## config.mk

```make
export PLATFORM = sky130hd
export DESIGN_NAME = ev_input_conditioner_flat
export DESIGN_NICKNAME = d
export VERILOG_FILES = /design/src/rtl/ev_input_conditioner_if.sv /design/src/rtl/ev_input_conditioner.sv /design/src/flat_wrapper.sv
export SDC_FILE = /design/constraint.sdc
export NUM_CORES = 1
export LEC_CHECK = 0
export CAP_MARGIN = 5
export CORE_MARGIN = 4
export CORE_UTILIZATION = 51
export DETAILED_ROUTE_END_ITERATION = 12
export GPL_ROUTABILITY_DRIVEN = 0
export PLACE_DENSITY = 0.73
export SYNTH_ARGS = -nofsm -noshare
export SYNTH_HDL_FRONTEND = slang
export SYNTH_SLANG_ARGS = --single-unit
```

## constraint.sdc

```tcl
create_clock -name clk -period 1.8 [get_ports clk]
set_input_delay 0.18 -clock clk [delete_from_list [all_inputs] [get_ports clk]]
set_output_delay 0.18 -clock clk [all_outputs]
set_load 0.02 [all_outputs]
```

## src/rtl/ev_input_conditioner_if.sv

```systemverilog
`default_nettype none
// ============================================================================
//  Module   : ev_input_conditioner_if
//  Purpose  : Bundles the raw button inputs and the conditioned level/pulse
//             outputs of ev_input_conditioner.
//  Signals  : btn_inc, btn_dec          raw buttons (pad side -> conditioner)
//             inc_level, dec_level      debounced levels
//             inc_pulse, dec_pulse      one-cycle count requests
//             conflict                  one-cycle collision flag
//  Modports : master = pad/stimulus side, slave = conditioner
//  Revision : 1.0  initial release
// ============================================================================
interface ev_input_conditioner_if;
    logic btn_inc;
    logic btn_dec;
    logic inc_level;
    logic dec_level;
    logic inc_pulse;
    logic dec_pulse;
    logic conflict;

    modport master (
        output btn_inc, btn_dec,
        input  inc_level, dec_level, inc_pulse, dec_pulse, conflict
    );

    modport slave (
        input  btn_inc, btn_dec,
        output inc_level, dec_level, inc_pulse, dec_pulse, conflict
    );
endinterface
`default_nettype wire

```

## src/rtl/ev_input_conditioner.sv

```systemverilog
`default_nettype none
// ============================================================================
//  Module   : ev_input_conditioner
//  Purpose  : Synchronises and debounces the increment/decrement buttons and
//             turns debounced presses into single-cycle count requests, with
//             collision arbitration between the two channels.
//  Ports    : clk    - clock, all state on rising edge
//             rst    - asynchronous active-high reset
//             bus    - ev_input_conditioner_if.slave (buttons in; levels,
//                      pulses and conflict out)
//  Params   : DEBOUNCE_CYCLES, REPEAT_DELAY, REPEAT_PERIOD
//  Macro    : EV_AUTOREPEAT_EN - when defined, a held press auto-repeats
//             (REPEAT state + 16-bit hold timer); otherwise one pulse per press.
//  Revision : 1.0  initial release
// ============================================================================
module ev_input_conditioner #(
    parameter int DEBOUNCE_CYCLES = 16,
    parameter int REPEAT_DELAY    = 64,
    parameter int REPEAT_PERIOD   = 16
) (
    input  wire logic             clk,
    input  wire logic             rst,
    ev_input_conditioner_if.slave bus
);

    localparam int                 c_CNT_W   = ($clog2(DEBOUNCE_CYCLES) < 1) ? 1 : $clog2(DEBOUNCE_CYCLES);
    localparam logic [c_CNT_W-1:0] c_CNT_MAX = c_CNT_W'(DEBOUNCE_CYCLES - 1);

`ifdef EV_AUTOREPEAT_EN
    localparam logic [15:0] c_DELAY_LAST  = 16'(REPEAT_DELAY - 1);
    localparam logic [15:0] c_PERIOD_LAST = 16'(REPEAT_PERIOD - 1);

    typedef enum logic [1:0] {
        ST_IDLE   = 2'd0,
        ST_HELD   = 2'd1,
        ST_REPEAT = 2'd2
    } state_t;
`else
    typedef enum logic [1:0] {
        ST_IDLE = 2'd0,
        ST_HELD = 2'd1
    } state_t;

    // Repeat parameters have no effect in this build.
    logic w_repeat_cfg_unused;
    assign w_repeat_cfg_unused = ^{REPEAT_DELAY, REPEAT_PERIOD};
`endif

    // Channel 0 = increment, channel 1 = decrement.
    logic [1:0] w_raw;
    logic [1:0] w_level;
    logic [1:0] w_req;

    assign w_raw = {bus.btn_dec, bus.btn_inc};

    for (genvar g = 0; g < 2; g++) begin : g_chan
        logic               r_s1;
        logic               r_s2;
        logic               r_level;
        logic [c_CNT_W-1:0] r_cnt;
        logic               w_flip;
        logic               w_rise;
        logic               w_fall;
        logic               w_req_ch;
        state_t             r_state;
        state_t             w_state_nxt;
`ifdef EV_AUTOREPEAT_EN
        logic [15:0]        r_timer;
        logic               w_tmr_clr;
`endif

        // Synchroniser and integrating debounce: any cycle where s2 agrees
        // with the current level discards all accumulated credit.
        always_ff @(posedge clk or posedge rst) begin
            if (rst) begin
                r_s1    <= 1'b0;
                r_s2    <= 1'b0;
                r_level <= 1'b0;
                r_cnt   <= '0;
            end else begin
                r_s1 <= w_raw[g];
                r_s2 <= r_s1;
                if (r_s2 == r_level) begin
                    r_cnt <= '0;
                end else if (r_cnt == c_CNT_MAX) begin
                    r_cnt   <= '0;
                    r_level <= ~r_level;
                end else begin
                    r_cnt <= r_cnt + 1'b1;
                end
            end
        end

        // Level-change events are decoded one cycle early so the FSM and
        // the pulse register update on the same edge as the level itself.
        assign w_flip = (r_s2 != r_level) && (r_cnt == c_CNT_MAX);
        assign w_rise = w_flip && !r_level;
        assign w_fall = w_flip &&  r_level;

        always_ff @(posedge clk or posedge rst) begin
            if (rst) begin
                r_state <= ST_IDLE;
            end else begin
                r_state <= w_state_nxt;
            end
        end

        // A release takes priority over a coincident repeat so that a
        // release can never produce a request.
        always_comb begin
            w_state_nxt = r_state;
            w_req_ch    = 1'b0;
`ifdef EV_AUTOREPEAT_EN
            w_tmr_clr   = 1'b0;
`endif
            case (r_state)
                ST_IDLE: begin
                    if (w_rise) begin
                        w_state_nxt = ST_HELD;
                        w_req_ch    = 1'b1;
                    end
                end
                ST_HELD: begin
                    if (w_fall) begin
                        w_state_nxt = ST_IDLE;
`ifdef EV_AUTOREPEAT_EN
                    end else if (r_timer == c_DELAY_LAST) begin
                        w_state_nxt = ST_REPEAT;
                        w_req_ch    = 1'b1;
`endif
                    end
                end
`ifdef EV_AUTOREPEAT_EN
                ST_REPEAT: begin
                    if (w_fall) begin
                        w_state_nxt = ST_IDLE;
                    end else if (r_timer == c_PERIOD_LAST) begin
                        w_req_ch  = 1'b1;
                        w_tmr_clr = 1'b1;
                    end
                end
`endif
                default: begin
                    w_state_nxt = ST_IDLE;
                end
            endcase
        end

`ifdef EV_AUTOREPEAT_EN
        // Hold timer: restarts on every state change or repeat, saturates.
        always_ff @(posedge clk or posedge rst) begin
            if (rst) begin
                r_timer <= '0;
            end else if ((w_state_nxt != r_state) || w_tmr_clr) begin
                r_timer <= '0;
            end else if ((r_state != ST_IDLE) && (r_timer != 16'hFFFF)) begin
                r_timer <= r_timer + 16'd1;
            end
        end
`endif

        assign w_level[g] = r_level;
        assign w_req[g]   = w_req_ch;
    end

    // Arbitration: simultaneous requests cancel each other and flag conflict.
    logic r_inc_pulse;
    logic r_dec_pulse;
    logic r_conflict;

    always_ff @(posedge clk or posedge rst) begin
        if (rst) begin
            r_inc_pulse <= 1'b0;
            r_dec_pulse <= 1'b0;
            r_conflict  <= 1'b0;
        end else begin
            r_inc_pulse <= w_req[0] & ~w_req[1];
            r_dec_pulse <= w_req[1] & ~w_req[0];
            r_conflict  <= w_req[0] &  w_req[1];
        end
    end

    assign bus.inc_level = w_level[0];
    assign bus.dec_level = w_level[1];
    assign bus.inc_pulse = r_inc_pulse;
    assign bus.dec_pulse = r_dec_pulse;
    assign bus.conflict  = r_conflict;

endmodule
`default_nettype wire

```

## src/flat_wrapper.sv

```systemverilog
// flat-port wrapper written by rule: the top's interface ports become plain ports
module ev_input_conditioner_flat 
#(
    parameter int DEBOUNCE_CYCLES = 16,
    parameter int REPEAT_DELAY    = 64,
    parameter int REPEAT_PERIOD   = 16
)
  (clk, rst, bus_btn_inc, bus_btn_dec, bus_inc_level, bus_dec_level, bus_inc_pulse, bus_dec_pulse, bus_conflict);
  ev_input_conditioner_if bus_i ();
  input  wire logic clk;
  input  wire logic rst;
  input wire logic [$bits(bus_i.btn_inc)-1:0] bus_btn_inc;
  input wire logic [$bits(bus_i.btn_dec)-1:0] bus_btn_dec;
  output wire logic [$bits(bus_i.inc_level)-1:0] bus_inc_level;
  output wire logic [$bits(bus_i.dec_level)-1:0] bus_dec_level;
  output wire logic [$bits(bus_i.inc_pulse)-1:0] bus_inc_pulse;
  output wire logic [$bits(bus_i.dec_pulse)-1:0] bus_dec_pulse;
  output wire logic [$bits(bus_i.conflict)-1:0] bus_conflict;
  assign bus_i.btn_inc = bus_btn_inc;
  assign bus_i.btn_dec = bus_btn_dec;
  assign bus_inc_level = bus_i.inc_level;
  assign bus_dec_level = bus_i.dec_level;
  assign bus_inc_pulse = bus_i.inc_pulse;
  assign bus_dec_pulse = bus_i.dec_pulse;
  assign bus_conflict = bus_i.conflict;
  ev_input_conditioner #(.DEBOUNCE_CYCLES(DEBOUNCE_CYCLES), .REPEAT_DELAY(REPEAT_DELAY), .REPEAT_PERIOD(REPEAT_PERIOD)) u_core (.clk(clk), .rst(rst), .bus(bus_i));
endmodule
```

==> results.yml <==
clock_network:
  holdBufCountCts: 0
  cts_inserted_buffers: 3
  cts_resized: 0
  cts_tree: "built"
  post_cts.repair.setup_buffers: 0
  clk_latency_ps: 290
  path_clk_slew_ps: 110
  cts_root_buf: "clkbuf_4"
  cts_sinks: 19
  cts_buffer_depth: 2
  h-tree-depth: 1
setup_path:
  r2r_cells: 3
  crit_family: "buffers and inverters"
  critical_path_class: "flop to output port"
  slowest_stage: "clkdlybuf4s50_1"
  startpoint_type: "flop"
  r2r_start: "u_core.g_chan[0].r_cnt[0]"
  critical_path.max_fanout: 5
  crit_chain: "clkdlybuf4s50_1"
  rrSetupSlack_ps: 500
  path_buf_inv: 1
  worstPathRequired_ps: 1620
  regToRegEndpoint: "u_core.bus.inc_level"
  end_kind: "output port"
  slowest_delay_ps: 630
  cp_data_arrival_time_ps: 1370
power_and_ir_drop:
  power.total_mw: 0.711
  powerDensity_nw_per_um2: 795
  sw_frac_of_total: 0.232
  ir_worst_vdd_mv: 0.515
  p_seq_frac: 0.644
  power_leakage_nw: 0.385
  internal_power_mw: 0.546
  power_switching_mw: 0.165
  p_clk_frac: 0.296
  combPwrFrac: 0.060
cells_and_area:
  layout-drive-gt1-share: 0.149
  antenna-diode-count: 0
  fin_util: 0.663
  nets: 81
  final_cell_area_sq_um: 895
  mostFrequentLayoutCell: "dfrtp_1"
  mostFrequentLayoutCells: "dfrtp_1, a21oi_1, clkdlybuf4s50_1"
  seq_area_sq_um: 475
  fillers: 109
  area_delta_synth_final_pct: 17.6
  multi_input_area_sq_um: 274
synth:
  muxShareOfSynthArea: 0.0395
  synth_nets: 67
  ys_seq_area_frac: 0.625
  syn-cell-area_sq_um: 761
  synth_seq_cells: 19
  synth_xor_xnor_area_share: 0.0461
  synthDistinctLibCells: 14
  yosysTopAreaCell: "dfrtp_1"
  synth_compound_area_frac: 0.0789
  synthAdderAreaFrac: 0.0329
  syn_inst: 61
  yosysTopAreaCellShare: 0.625
  synth_top_family_by_area: "simple AND/OR/NAND/NOR gates"
  syn_area_per_cell_sq_um: 12.5
  synth-simple-area-share: 0.163
  synth_area_leaders: "dfrtp_1, a21oi_1, xnor2_1, mux2_4, ha_1"
  yosys_warnings: 0
timing:
  setup_tns_ps: 0
  finalMaxSlewViolations: 0
  clock_skew_ps: 8.26
  setup_violations: 0
  min_period_ps: 1550
  fmax_mhz: 646
  period_share: 0.861
  rsz0062_at_grt: "no"
  worst_slew_pin_slew_ps: 361
  hold_viol_final: 0
  layout_setup_ws_ps: 251
  max_slew_margin: 0.758
hold_path:
  hold_path_class: "primary input to asynchronous set/reset pin"
detailed_routing:
  via_count: 482
  top_layer: "met4"
  wl_met2_um: 506
  wl_um: 1130
  post-route-drc-count: 0
  drt_iter0_markers: 4
  route.antenna.remaining_nets: 0
  avgViaCountPerCell: 5.42
  wl_met3_um: 54
  wl_per_cell_um: 12.7
  routedLengthMet1_um: 539
  firstDrtPassIters: 3
run_status:
  status: "finished, final reports clean"
global_routing:
  grt_pass1_vias: 477
  grt-ovfl-total: 0
  grt_max_degree: 20
  grt_pass1_wl_um: 1930
  antenna_found_initial: 0
  grt_usage: 0.136
placed_design:
  dpl.hpwl_um: 810
  port_buffers: 8
  dpl_cell_area_sq_um: 867
  dp_slack_ps: 507
floorplanning:
  initial_utilization: 0.563
  die_w_um: 46.6
  io_pins: 9
  core_sq_um: 1350
  rows: 13
  dieArea_sq_um: 2170
  die_height_um: 46.6
run:
  maxCapViolations: 0
## kinds of logic (layout without fill, tap and decap cells)
| logic type | after synthesis | in the layout |
|---|---|---|
| multiplexers | 2 | 2 |
| AND/OR/NAND/NOR | 19 | 19 |
| AO/OA/AOI/OAI | 12 | 12 |
| flip-flops | 19 | 19 |
| XOR/XNOR | 4 | 4 |
| adder cells (fa/ha/maj) | 2 | 2 |
| buffers and inverters | 3 | 16 |
## power by group through the flow
stage	logic, mW	clock network [mW]	registers [mW]
after floorplan	0.0290	0	0.463
after detailed placement	0.0429	0	0.466
after global routing	0.0496	0.245	0.461
final	0.0429	0.210	0.458
after CTS	0.0438	0.218	0.458
after global placement	0.0432	0	0.465
## registers in the layout, indices dropped and copies added, names as in the netlist
signal                 flops
u_core.bus.inc_pulse       1
u_core.bus.dec_level       1
u_core.bus.dec_pulse       1
u_core.g_chan.r_s2         2
u_core.bus.inc_level       1
u_core.g_chan.r_s1         2
u_core.bus.conflict        1
u_core.g_chan.r_cnt        8
u_core.g_chan.r_state      2
## worst max path at each step
stage                           endpoint  cells after the start                 startpoint
CTS                        bus_inc_level                      1       u_core.bus.inc_level
global placement    u_core.bus.dec_level                      3  u_core.g_chan[1].r_cnt[0]
global route               bus_inc_level                      1       u_core.bus.inc_level
floorplan           u_core.bus.inc_level                      3  u_core.g_chan[0].r_cnt[0]
finish                     bus_inc_level                      1       u_core.bus.inc_level
detailed placement  u_core.bus.inc_level                      3  u_core.g_chan[0].r_cnt[0]
## Yosys cell counts
cell      number
ha_1           2
nor3_1         2
a21oi_1        8
nand3_1        2
mux2_4         2
nor2_1         5
xnor2_1        4
nor2b_1        4
o21ai_0        4
and3_4         2
nand4b_1       2
nand3_2        2
inv_1          3
dfrtp_1       19
## routing by layer
| layer | global-route usage | up-vias |
|---|---|---|
| met5 | 0 | - |
| met4 | 0.110 | 0 |
| met3 | 0.0469 | 4 |
| met2 | 0.195 | 10 |
| met1 | 0.163 | 229 |
| li1 | - | 239 |
## cell type report
class                   instances  share of cell area
flip-flops and latches         19               0.531
multi-input cells              39               0.306
repair buffers                  9              0.0979
clock buffers                   3              0.0252
well taps                      15              0.0210
inverters                       3              0.0126
clock inverters                 1             0.00559
## metrics by stage
step                      std cells  hold slack (ps)
after floorplan                  61              131
after global placement           85              335
after detailed placement         85              338
after CTS                        89              184
after global routing             89              186
final                            89              182
Note: power is estimated with default switching activity, not from simulation.
